--- config.mk ---
export PLATFORM = sky130hd
export DESIGN_NAME = tpu_mm_sequencer
export DESIGN_NICKNAME = d
export VERILOG_FILES = /design/src/rtl/tpu_mm_sequencer.sv
export SDC_FILE = /design/constraint.sdc
export NUM_CORES = 1
export LEC_CHECK = 0
export CAP_MARGIN = 20
export CORE_MARGIN = 2
export CORE_UTILIZATION = 35
export DETAILED_ROUTE_END_ITERATION = 12
export GPL_TIMING_DRIVEN = 0
export PLACE_DENSITY = 0.8
export SLEW_MARGIN = 20
export SYNTH_ARGS = -nofsm -noshare
export SYNTH_HDL_FRONTEND = slang
export SYNTH_SLANG_ARGS = --single-unit
--- constraint.sdc ---
create_clock -name clk -period 2.6 [get_ports clk]
set_clock_uncertainty 0.15 [all_clocks]
set_input_delay 0.26 -clock clk [delete_from_list [all_inputs] [get_ports clk]]
set_output_delay 0.26 -clock clk [all_outputs]
set_load 0.01 [all_outputs]
--- src/rtl/tpu_mm_sequencer.sv ---
// -----------------------------------------------------------------------------
// tpu_mm_sequencer
//
// Host-bus decoder and matmul scheduler for the TPU datapath (memA, memB and
// the systolic array). Host requests become single-cycle resource strobes in
// the accept cycle. A write to the start register launches a matmul. The host
// is stalled (req_ready low) for the whole matmul, so host strobes and matmul
// enables never overlap.
//
// Parameters
//   DIM    systolic array dimension (rows/cols of A, B, C)
//   ADDRW  host address width
//
// Ports
//   clk, rst_n            clock, asynchronous active-low reset
//   req_valid/req_ready   host request handshake
//   req_r_w, req_addr     0=read / 1=write, 8-byte aligned byte address
//   memA_en, memA_WrEn    memA enable / row write, Arow row select
//   memB_en               memB enable/shift
//   Cin_latch_lo          latch low half of a C row from dataIn
//   sys_en, sys_WrEn      systolic enable / C row write, Crow row select
//   zero_pad_AB           force A/B inputs to zero during the drain phase
//   busy, done            matmul in progress / one-cycle completion pulse
//   err                   sticky error flag (only with TPU_SEQ_ERR_EN)
//
// Address map (bits [2:0] ignored)
//   0x0100-0x013F  memA rows      0x0200-0x023F  memB (write shifts)
//   0x0300-0x037F  C rows         0x0400         matmul start (write)
//   0x0408         err clear (write, only with TPU_SEQ_ERR_EN)
//
// Optional feature macro: TPU_SEQ_ERR_EN
//
// FSM states
//   state  | meaning
//   S_IDLE | host requests accepted and decoded
//   S_RUN  | matmul streaming, all datapath enables high, host stalled
//   S_DONE | one-cycle completion pulse, host still stalled
// -----------------------------------------------------------------------------
module tpu_mm_sequencer #(
    parameter int DIM   = 8,
    parameter int ADDRW = 16
) (
    input  logic                     clk,
    input  logic                     rst_n,
    input  logic                     req_valid,
    output logic                     req_ready,
    input  logic                     req_r_w,
    input  logic [ADDRW-1:0]         req_addr,
    output logic                     memA_en,
    output logic                     memA_WrEn,
    output logic [$clog2(DIM)-1:0]   Arow,
    output logic                     memB_en,
    output logic                     Cin_latch_lo,
    output logic                     sys_en,
    output logic                     sys_WrEn,
    output logic [$clog2(DIM)-1:0]   Crow,
    output logic                     zero_pad_AB,
    output logic                     busy,
    output logic                     done
`ifdef TPU_SEQ_ERR_EN
    ,
    output logic                     err
`endif
);

    localparam int MATMUL_CYCLES = 3*DIM - 2;
    localparam int CNTW          = $clog2(MATMUL_CYCLES);
    localparam int RW            = $clog2(DIM);

    localparam logic [ADDRW-1:0] A_LO     = ADDRW'('h0100);
    localparam logic [ADDRW-1:0] A_HI     = ADDRW'('h013F);
    localparam logic [ADDRW-1:0] B_LO     = ADDRW'('h0200);
    localparam logic [ADDRW-1:0] B_HI     = ADDRW'('h023F);
    localparam logic [ADDRW-1:0] C_LO     = ADDRW'('h0300);
    localparam logic [ADDRW-1:0] C_HI     = ADDRW'('h037F);
    localparam logic [ADDRW-1:0] START_LO = ADDRW'('h0400);
    localparam logic [ADDRW-1:0] START_HI = ADDRW'('h0407);

    localparam logic [CNTW-1:0] CNT_LAST = CNTW'(MATMUL_CYCLES - 1);
    localparam logic [CNTW-1:0] CNT_PAD  = CNTW'(DIM);

    typedef enum logic [1:0] {
        S_IDLE = 2'd0,
        S_RUN  = 2'd1,
        S_DONE = 2'd2
    } state_t;

    state_t          state;
    logic [CNTW-1:0] cnt;
    logic            ready_q;
    logic            run_q;
    logic            zpad_q;
    logic            busy_q;
    logic            done_q;

    logic accept;
    logic hit_a;
    logic hit_b;
    logic hit_c;
    logic hit_start;
    logic start_wr;

    assign accept    = req_valid && ready_q;
    assign hit_a     = (req_addr >= A_LO)     && (req_addr <= A_HI);
    assign hit_b     = (req_addr >= B_LO)     && (req_addr <= B_HI);
    assign hit_c     = (req_addr >= C_LO)     && (req_addr <= C_HI);
    assign hit_start = (req_addr >= START_LO) && (req_addr <= START_HI);
    assign start_wr  = accept && hit_start && req_r_w;

    // Host strobes: zero latency, only for the request accepted this cycle.
    logic           h_a_en;
    logic           h_a_we;
    logic [RW-1:0]  h_arow;
    logic           h_b_en;
    logic           h_cl;
    logic           h_swe;
    logic [RW-1:0]  h_crow;

    always_comb begin
        h_a_en = 1'b0;
        h_a_we = 1'b0;
        h_arow = '0;
        h_b_en = 1'b0;
        h_cl   = 1'b0;
        h_swe  = 1'b0;
        h_crow = '0;
        if (accept) begin
            if (hit_a) begin
                h_a_en = 1'b1;
                h_a_we = req_r_w;
                h_arow = req_addr[3 +: RW];
            end
            if (hit_b) begin
                h_b_en = req_r_w;
            end
            if (hit_c) begin
                // C rows are 16 bytes: addr[3] selects the low/high 64-bit half.
                h_crow = req_addr[4 +: RW];
                h_cl   = req_r_w && !req_addr[3];
                h_swe  = req_r_w &&  req_addr[3];
            end
        end
    end

    always_ff @(posedge clk or negedge rst_n) begin
        if (!rst_n) begin
            state   <= S_IDLE;
            cnt     <= '0;
            ready_q <= 1'b1;
            run_q   <= 1'b0;
            zpad_q  <= 1'b0;
            busy_q  <= 1'b0;
            done_q  <= 1'b0;
        end else begin
            case (state)
                S_IDLE: begin
                    if (start_wr) begin
                        state   <= S_RUN;
                        cnt     <= '0;
                        ready_q <= 1'b0;
                        run_q   <= 1'b1;
                        zpad_q  <= 1'b0;
                        busy_q  <= 1'b1;
                    end
                end
                S_RUN: begin
                    if (cnt == CNT_LAST) begin
                        state  <= S_DONE;
                        run_q  <= 1'b0;
                        zpad_q <= 1'b0;
                        done_q <= 1'b1;
                    end else begin
                        cnt    <= cnt + CNTW'(1);
                        // Registered copy of (counter >= DIM) for the next RUN cycle.
                        zpad_q <= ((cnt + CNTW'(1)) >= CNT_PAD);
                    end
                end
                S_DONE: begin
                    state   <= S_IDLE;
                    cnt     <= '0;
                    done_q  <= 1'b0;
                    busy_q  <= 1'b0;
                    ready_q <= 1'b1;
                end
                default: begin
                    state   <= S_IDLE;
                    cnt     <= '0;
                    ready_q <= 1'b1;
                    run_q   <= 1'b0;
                    zpad_q  <= 1'b0;
                    busy_q  <= 1'b0;
                    done_q  <= 1'b0;
                end
            endcase
        end
    end

    assign req_ready    = ready_q;
    assign memA_en      = h_a_en | run_q;
    assign memA_WrEn    = h_a_we;
    assign Arow         = h_arow;
    assign memB_en      = h_b_en | run_q;
    assign Cin_latch_lo = h_cl;
    assign sys_en       = run_q;
    assign sys_WrEn     = h_swe;
    assign Crow         = h_crow;
    assign zero_pad_AB  = zpad_q;
    assign busy         = busy_q;
    assign done         = done_q;

`ifdef TPU_SEQ_ERR_EN
    localparam logic [ADDRW-1:0] CLR_LO = ADDRW'('h0408);
    localparam logic [ADDRW-1:0] CLR_HI = ADDRW'('h040F);

    logic hit_clr;
    logic unmapped;
    logic err_q;

    assign hit_clr  = (req_addr >= CLR_LO) && (req_addr <= CLR_HI);
    assign unmapped = !(hit_a || hit_b || hit_c || hit_start);

    always_ff @(posedge clk or negedge rst_n) begin
        if (!rst_n) begin
            err_q <= 1'b0;
        end else if (accept) begin
            if (hit_clr && req_r_w) begin
                err_q <= 1'b0;
            end else if (unmapped || (hit_start && !req_r_w)) begin
                err_q <= 1'b1;
            end
        end
    end

    assign err = err_q;
`endif

endmodule

# == Yosys cells after proc, flatten, opt, wreduce, memory -nomap -nowiden ==
# Cells that the tools add are included.
# totals
register_bits,12
input_bits,20
out_inout_bits,16
elab_cells,75
# op_classes
addsub,1
n_lt_le_gt_ge,9
eq_ne,6
n_mux,30
n_bitwise,5
n_reduce_logical,17
# ops
operator,count
$ge A16 B10 Y1 const B,2
$le A16 B10 Y1 const B,2
$ge A16 B11 Y1 const B,1
$ge A16 B9 Y1 const B,1
$le A16 B11 Y1 const B,1
$le A16 B9 Y1 const B,1
$mux W1,15
$mux W3,4
$mux W5,2
$pmux W5 S2,1
$reduce_and A2 Y1,5
$logic_and A1 B1 Y1,9
$ne A2 B2 Y1 const B,3
$pmux W1 S2,3
$pmux W1 S3,2
$add A5 B1 Y5 const B,1
$eq A5 B5 Y1 const B,1
$ge A5 B4 Y1 const B,1
$mux W2,2
$pmux W2 S2,1
$not A1 Y1,3
$reduce_and A3 Y1,1
$eq A2 B1 Y1 const B,1
$eq A2 B2 Y1 const B,1
3 further kinds,4

# == Longest topological paths before layout ==
# Gate-level depths: netlist of the first run.
# depth
depth_word,6
mapped_depth,7
ltp_nobuf,6

# == Worst setup path before layout of the first run ==
# Ideal clock, no wire load.
# synth_path
path_type,register to output
startpoint,reg ready_q (netlist: req_ready)
endpoint,out Cin_latch_lo
arrival_time_ns,1.737
t_required_ns,2.190
setup_slack_ns,0.453
path_stages_with_launch,5
path_buffers,0
path_cell_list,dfstp_2 > nand2_1 > or4_1 > nor4b_1 > and3b_1
# synth_between
elab_chain_len,2
# synth_lines
element,line,text
from (decl),90,logic ready_q;
from (signal assigned),149,ready_q <= 1'b1;
from (signal assigned),160,ready_q <= 1'b0;
from (signal assigned),183,ready_q <= 1'b1;
$logic_and A1 B1 Y1,103,assign accept = req_valid && ready_q;
$mux W1,127,if (accept) begin
to (decl),53,"output logic Cin_latch_lo,"
# No other way between the ends.

# == Worst setup path in the final report of the first run ==
# layout_path
startpoint,reg ready_q (netlist: req_ready)
endpoint,out memB_en
# layout_between
elab_chain_len,3
# layout_lines
element,line,text
$logic_and A1 B1 Y1,103,
$mux W1,127,
$or A1 B1 Y1,202,assign memB_en = h_b_en | run_q;
to (decl),52,"output logic memB_en,"
# No other way between the ends.

==> results.toml, run 1 <==
[die]
die_y_um = 51.5
die_area_mm2 = 0.00265
rows = 17
start_util_pct = 36.4
core_area_mm2 = 0.00217
pin_count = 36
die_x_um = 51.5

[clock_network]
cts_max_level = 1
cts.path.max_buffers = 2
cts.clk_slew.worst_paths_ns = 0.09
cts_hold_buf = 0
cts_made_buffers = 3
cts_tree = "built"
clkLatencyLatePin_ns = 0.29
cts-root-buf = "clkbuf_4"
cts_sinks = 12

[power]
power_density_mw_per_mm2 = 312
leakage_uw = 0.000581
vdd.ir_drop.worst_uv = 268

[timing]
drv_slew = 0
tns_ns = 0
slew_headroom_pct = 63.3
setup_violations = 0
final_hold_viol_count = 0
period_share_pct = 99.7
finalCriticalPeriod_ns = 2.59
worst_pin_slew_ns = 0.548
fmax_mhz = 386
rsz0062_at_grt = "true"

[layout]
diodes = 0
area_growth_pct = 56.7
final_area_mm2 = 0.00124
fin_nets = 149
drive_gt1_share_pct = 22.2

[logic_synthesis]
syn_nets = 108
synth_seq_cells = 12
ys_seq_area_share_pct = 38.2
synth_cell_types = 35
synth_top_area_share_pct = 34.9
postSynthAreaPerCell_um2 = 9.18
yosysWarnings = 0
synth_top_area_cell = "dfrtp_1"
synth_cells = 86
synth_area_um2 = 790
synth.area.top_cells = "dfrtp_1, and2_1, nor2_1"

[global_route]
grt_pass1_wl_mm = 3.57
top_usage_layer = "met2"
grt_pass1_vias = 805
met1_usage_pct = 19.5
grt_util_met3_pct = 7.76
track_usage_pct = 18.4
grt_max_degree = 13
grt_use_met2_pct = 32.5
antenna_found_initial = 0
grt_overflow = 0

[routing]
route.detailed.drc = 0
ant_nets = 0
initialDrtViolationCount = 21
vias_per_cell = 5.44
wl_per_cell_um = 14.7
num_vias = 838
routed_wl_mm = 2.26
drt_pass1_iterations = 4

[run_status]
status = "finished clean"

[critical_path]
path_cells = "nand2_1, or4_4, nor2_1, a31o_2, clkdlybuf4s50_1"
path_class = "reg2out"
cp_data_arrival_time_ns = 2.18
worstSetupStartpointType = "flip-flop"
cp_slowest_stage_delay_ns = 0.54
crit_buf_inv = 1
r2r_setup_slack_ns = 0.51
cp-end-kind = "output port"
cpLargestDelayFamily = "simple AND/OR/NAND/NOR gates"
crit_required_ns = 2.19
path_max_fanout = 6
cp_slowest_cell = "dfstp_2"

[placed_design]
place_area_mm2 = 0.00114
numPortBuffers = 32
post-dp-hpwl_mm = 1.51
place_congestion = 0.824

[flow_run]
cap_violations = 0

[worst_hold_path]
hp-class = "in2async"
## cell type report
| type | instances | area, um2 |
|---|---|---|
| inverter | 5 | 18.8 |
| timing repair buffer | 36 | 335 |
| sequential | 12 | 302 |
| tap | 28 | 35.0 |
| fill | 204 | 932 |
| multi-input combinational | 65 | 488 |
| clock buffer | 4 | 36.3 |
| buffer | 4 | 22.5 |
## per-layer routing
layer	wire length (um)	share of wire, %
met3	203	9.0
met1	878	39
met2	1140	50
met5	0	0
met4	40	1.8
## power by group
| part | internal (uW) | switching [uW] |
|---|---|---|
| clock | 85.3 | 71.7 |
| sequential | 187 | 0.584 |
| combinational | 25.3 | 16.8 |
| total | 297 | 89.1 |
## final timing paths
check                      startpoint           to  cells past startpoint
setup / recovery            req_ready      memB_en                      5
setup reg to reg            req_ready       cnt[0]                      5
hold / removal                  rst_n  zero_pad_AB                      1
min in group clk                 done         done                      2
hold reg to reg                  done         done                      2
max in group asynchronous       rst_n    req_ready                      1
## state kept, by name, indices dropped and copies added, names as in the netlist
register     flops
busy             1
done             1
zero_pad_AB      1
cnt              5
sys_en           1
req_ready        1
state            2
## through the flow
stage          power, uW  std cells  setup WS, ns  hold slack (ns)  util (%)
3_5_place_dp         229        146        -0.486            0.334      52.8
5_1_grt              406        154       -0.0546            0.194      57.0
2_1_floorplan        197         86         0.453           -0.186         -
6_report             387        154       0.00655            0.172      57.0
3_3_place_gp         228        146        -0.440            0.333      52.8
4_1_cts              392        153        0.0330            0.181      55.6
## cells in the final DEF, fill, tap and decap left out, drive strengths merged, types with 2 or more instances in the layout
cell / count
a21oi: 5
a31o: 3
a32o: 2
and2: 8
and3: 2
buf: 10
clkbuf: 9
clkdlybuf4s50: 19
dfrtp: 11
dlygate4sd2: 3
dlymetal6s2s: 3
ha: 2
inv: 5
nand2: 2
nand3: 5
nor2: 8
nor4b: 2
o21ai: 2
o31a: 2
or2: 2
or3: 3
or4: 3
xnor2: 2
## timing repair
action                     4_1_cts  5_1_grt
buffers inserted                 3        1
setup endpoints to repair       10       10
resized for setup               30       13
pin swaps                        2        4
## synthesized netlist by cell type
master,count
a2111o_1,1
a21o_1,1
a21oi_1,5
a31o_1,2
a31o_2,1
a31oi_1,1
a32o_1,2
and2_1,8
and3_1,2
and3b_1,1
and4b_1,1
buf_6,1
clkbuf_1,3
dfrtp_1,11
dfstp_2,1
ha_1,2
inv_1,5
nand2_1,2
nand3_1,5
nor2_1,8
nor3b_1,1
nor4_1,1
nor4b_1,2
o21a_1,1
o21ai_0,2
o22a_2,1
o22ai_1,1
o311ai_0,1
o31a_1,2
or2_2,2
or3_1,1
or3_4,2
or4_1,3
xnor2_1,2
xor2_1,1
## worst register-to-register path, stage by stage (launching register included)
cell and delay, ns:
dfstp_2 0.54, nand2_1 0.05, or4_4 0.48, or3_1 0.39, buf_6 0.15, a32o_1 0.24
## kinds of logic after synthesis
group           synth area share (%)
flops                           38.2
fa+ha+maj                       3.17
xor+xnor                        3.33
buf+inv                         5.23
simple gates                    30.3
compound gates                  19.8
No activity file was read; power rests on OpenSTA's default activity.
==> run 2, diff against run 1 <==
--- a/constraint.sdc
+++ b/constraint.sdc
@@ -3,3 +3,3 @@
 set_input_delay 0.26 -clock clk [delete_from_list [all_inputs] [get_ports clk]]
 set_output_delay 0.26 -clock clk [all_outputs]
-set_load 0.01 [all_outputs]
+set_load 0.05 [all_outputs]
==> run 2 against run 1 <==
Setup slack gained 0.049 ns. Clock-buffer cell count unchanged. Register-to-register slack hardly changed. Global-route usage down 1.2 points. Critical path type is now in2out. Fmax is 1.9% higher. Non-clock buffer count is 3 lower. Largest cell class unchanged. Critical path depth grew 1. Cell area down 2.6%. Utilization fell by 1.5 points. Hold slack got worse by 0.010 ns.
==> results.toml, run 2 (synthesized netlist as in run 1, its figures left out) <==
[timing]
final.setup.worst_slack_ns = 0.0557
finalCriticalPeriod_ns = 2.54
setup_violations = 0
drv_slew = 0
hold_slack_ns = 0.162
fmax_mhz = 393
worst_pin_slew_ns = 0.526
period_share_pct = 97.9
rsz0062_at_grt = "true"
slew_headroom_pct = 64.8
final_hold_viol_count = 0

[power]
power_frac_comb_pct = 11.0
p_seq_share_pct = 48.4
switching_power_uw = 88.9
p_sw_share_pct = 23.0
report.power.total_uw = 387
p_clk_share_pct = 40.6
vdd.ir_drop.worst_uv = 267
leakage_uw = 0.000529
internal-power_uw = 298
power_density_mw_per_mm2 = 321

[run_status]
status = "finished clean"

[die]
die_y_um = 51.5
start_util_pct = 36.4
die_x_um = 51.5
pin_count = 36
rows = 17
core_area_mm2 = 0.00217
die_area_mm2 = 0.00265

[placed_design]
pre_cts_ws_ns = -0.754
post-dp-hpwl_mm = 1.51
numPortBuffers = 32
dp_cells = 146
place_congestion = 0.824

[routing]
route.detailed.drc = 0
drt_pass1_iterations = 4
routed_wl_mm = 2.12
vias_per_cell = 5.31
initialDrtViolationCount = 16
wl_per_cell_um = 14.0
ant_nets = 0
num_vias = 802

[critical_path]
worstSetupStartpointType = "input port"
worstReg2RegStart = "req_ready"
crit_start = "req_addr[14]"
path_class = "in2out"
cp_data_arrival_time_ns = 2.13
cp-end-kind = "output port"
path_max_fanout = 5
crit_required_ns = 2.19

[clock_network]
cts-root-buf = "clkbuf_4"
cts_tree = "built"
cts_max_level = 1
cts.clk_slew.worst_paths_ns = 0.09
cts_made_buffers = 3
clkLatencyLatePin_ns = 0.29
cts.path.max_buffers = 2
cts_hold_buf = 0
cts_sinks = 12

[layout]
mostFrequentLayoutCells = "clkdlybuf4s50_1, dfrtp_1, and2_1, nor2_1, clkbuf_4"
largest_register_ffs = 5
drive_gt1_share_pct = 22.0
top_register = "cnt"
fin_cells = 151
fin_nets = 146
area_growth_pct = 52.6
final_common_cell = "clkdlybuf4s50_1"
diodes = 0
top_regs = "cnt (5), state (2)"
fin_util_pct = 55.5

[global_route]
grt_overflow = 0
grt_pass1_wl_mm = 3.34
grt_max_degree = 13
grt_pass1_vias = 771
track_usage_pct = 17.2
antenna_found_initial = 0

[flow_run]
cap_violations = 0

[worst_hold_path]
hp-class = "in2async"
[run 2: cell count changes in the layout (fill, tap and decap cells not counted), sizes merged]
cell and change:
dlygate4sd2 -3, dlymetal6s2s -3, buf -2, clkbuf +2
clkdlybuf4s50 +2, clkdlybuf4s15 +1
[run 2: layout make-up]
class | instances | area [um2]
Fill cell | 210 | 965
Inverter | 5 | 18.8
Sequential cell | 12 | 302
Clock buffer | 4 | 36.3
Timing Repair Buffer | 33 | 308
Buffer | 4 | 22.5
Tap cell | 28 | 35.0
Multi-Input combinational cell | 65 | 483
[run 2: what timing repair did]
item | CTS | global route
buffers inserted | 0 | 1
resized for setup | 56 | 18
pin swaps | 0 | 2
gates cloned | 0 | 0
endpoints found under the setup margin | 11 | 10
[run 2: worst paths after layout]
path	end	slack (ns)	depth (start not counted)
setup / recovery	memA_en	0.06	6
hold / removal	zero_pad_AB	0.16	1
setup reg to reg	cnt[0]	0.51	5
hold reg to reg	done	0.35	2
max in group asynchronous	req_ready	1.77	1
min in group clk	done	0.35	2
[run 2: metal layers]
metal / share of wire [%] / global-route usage [%] / vias up
met4: 0.99 / 5.26 / 0
met2: 50 / 30.8 / 36
li1: - / - / 389
met1: 40 / 18.6 / 372
met5: 0 / 0 / -
met3: 8.7 / 6.61 / 5
[run 2: through the flow]
step	instance area, um2	TNS [ns]
2_1_floorplan	790	0
6_report	1200	0
3_3_place_gp	1140	-7.06
4_1_cts	1160	0
3_5_place_dp	1140	-7.32
5_1_grt	1200	-0.00430
[run 2: critical path: stages]
cell             delay [ns]
clkdlybuf4s50_1        0.41
or3_4                  0.39
or3_4                  0.37
nor4_4                 0.29
or2_2                  0.16
buf_2                  0.25
[run 2: power by group through the flow]
stage / registers [uW] / logic (uW) / clock network [uW]
final: 187 / 42.6 / 157
after global placement: 191 / 37.6 / 0
after CTS: 187 / 42.0 / 163
after global routing: 188 / 45.5 / 174
after floorplan: 191 / 6.61 / 0
after detailed placement: 191 / 38.5 / 0
==> run 3, diff against run 2 <==
ABC_AREA = 0   (was not set)
CORE_MARGIN = not set   (was 2)
SETUP_SLACK_MARGIN = 0.2   (was not set)
==> run 3 against run 2 <==
Cell count grew 1.3%. Non-clock buffer count increased by 3. Die area decreased by 7.6%. First-iteration DRC count down 13%. Clock power decreased by 6%. Wire length rose by 16%. Sequential power barely moved.
==> results.toml, run 3 (synthesized netlist as in run 1, its figures left out) <==
[routing]
vias_per_cell = 5.43
routed_wl_mm = 2.46
route.detailed.drc = 0
num_vias = 831
drt_pass1_iterations = 4
wl_per_cell_um = 16.1
initialDrtViolationCount = 14
ant_nets = 0

[layout]
drive_gt1_share_pct = 31.7
largest_register_ffs = 5
mostFrequentLayoutCells = "clkdlybuf4s50_1, dfrtp_1, nor2_1"
final_common_cell = "clkdlybuf4s50_1"
area_growth_pct = 61.8
diodes = 0
final_area_mm2 = 0.00128
fin_nets = 149
top_register = "cnt"
top_regs = "cnt (5), state (2)"

[timing]
fmax_mhz = 398
final_hold_viol_count = 0
period_share_pct = 96.7
drv_slew = 0
setup_violations = 0
finalCriticalPeriod_ns = 2.51
final.setup.worst_slack_ns = 0.0864
tns_ns = 0
slew_headroom_pct = 62.0
rsz0062_at_grt = "true"
worst_pin_slew_ns = 0.568

[die]
die_x_um = 49.5
start_util_pct = 38.7
rows = 16
die_area_mm2 = 0.00245
die_y_um = 49.5
core_area_mm2 = 0.00204
pin_count = 36

[critical_path]
cp_slowest_cell = "dfstp_2"
cpLargestDelayFamily = "simple AND/OR/NAND/NOR gates"
cp_slowest_stage_delay_ns = 0.55
cp-end-kind = "output port"
r2r_cells = 6
crit_buf_inv = 1
cp_data_arrival_time_ns = 2.10
r2r_setup_slack_ns = 0.39
worstReg2RegStart = "req_ready"
r2r-end = "cnt[0]"
path_class = "reg2out"
path_max_fanout = 5
worstSetupStartpointType = "flip-flop"
path_cells = "nand2_2, or4_4, nor4b_4, and3b_2, buf_8"
crit_required_ns = 2.19

[global_route]
grt_pass1_wl_mm = 3.76
track_usage_pct = 20.1
antenna_found_initial = 0
grt_max_degree = 13
grt_overflow = 0
grt_pass1_vias = 833

[clock_network]
cts_made_buffers = 3
cts_tree = "built"
cts-root-buf = "clkbuf_4"
cts_hold_buf = 0
cts.path.max_buffers = 2
cts_max_level = 1
clkLatencyLatePin_ns = 0.27
cts_sinks = 12
cts.clk_slew.worst_paths_ns = 0.08

[power]
report.power.total_uw = 380
leakage_uw = 0.000566
vdd.ir_drop.worst_uv = 410
power_density_mw_per_mm2 = 297

[run_status]
status = "finished clean"

[flow_run]
cap_violations = 0

[placed_design]
pre_cts_ws_ns = -0.767
post-dp-hpwl_mm = 1.59
place_congestion = 0.731
place_area_mm2 = 0.00115
numPortBuffers = 32

[worst_hold_path]
hp-class = "in2async"
==> run 3: timing repair <==
action                     CTS  global route
buffers inserted             4             0
pin swaps                    4             3
setup endpoints to repair   11            11
resized for setup           83             8
==> run 3: layout make-up <==
class | instances | area [um2]
fillers | 173 | 764
clock buffers | 4 | 36.3
repair buffers | 36 | 365
flip-flops and latches | 12 | 302
inverters | 5 | 18.8
plain buffers | 4 | 22.5
multi-input cells | 65 | 499
well taps | 27 | 33.8
==> run 3: where the power goes <==
| group | switching (uW) | leakage, uW | internal, uW |
|---|---|---|---|
| logic | 18.5 | 0.000380 | 26.1 |
| registers | 0.571 | 0.000164 | 187 |
| clock network | 62.5 | 0.0000210 | 85.1 |
| total | 81.6 | 0.000566 | 298 |
==> run 3: how the worst max path moves through the flow <==
stage	cells after the start	to	start	slack [ns]
2_1_floorplan	4	Cin_latch_lo	req_ready	0.14
3_3_place_gp	6	Arow[2]	req_addr[14]	-0.74
3_5_place_dp	6	memA_WrEn	req_addr[14]	-0.77
4_1_cts	6	memA_WrEn	req_ready	0.13
5_1_grt	5	Cin_latch_lo	req_ready	-0.01
6_report	5	Cin_latch_lo	req_ready	0.09
==> run 3: per-layer routing <==
layer,part of all wire (%),global-route usage (%),wire length [um]
met1,41,24.5,1010
met3,3.7,5.86,90
met4,0.85,6.67,21
met5,0,0,0
met2,54,33.6,1340
==> run 3: metrics by stage <==
| step | utilization [%] | instances | hold slack [ns] |
|---|---|---|---|
| finish | 62.6 | 153 | 0.197 |
| global route | 62.6 | 153 | 0.226 |
| CTS | 62.1 | 153 | 0.207 |
| detailed placement | 56.6 | 145 | 0.354 |
| global placement | 56.6 | 145 | 0.334 |
| floorplan | - | 86 | -0.186 |
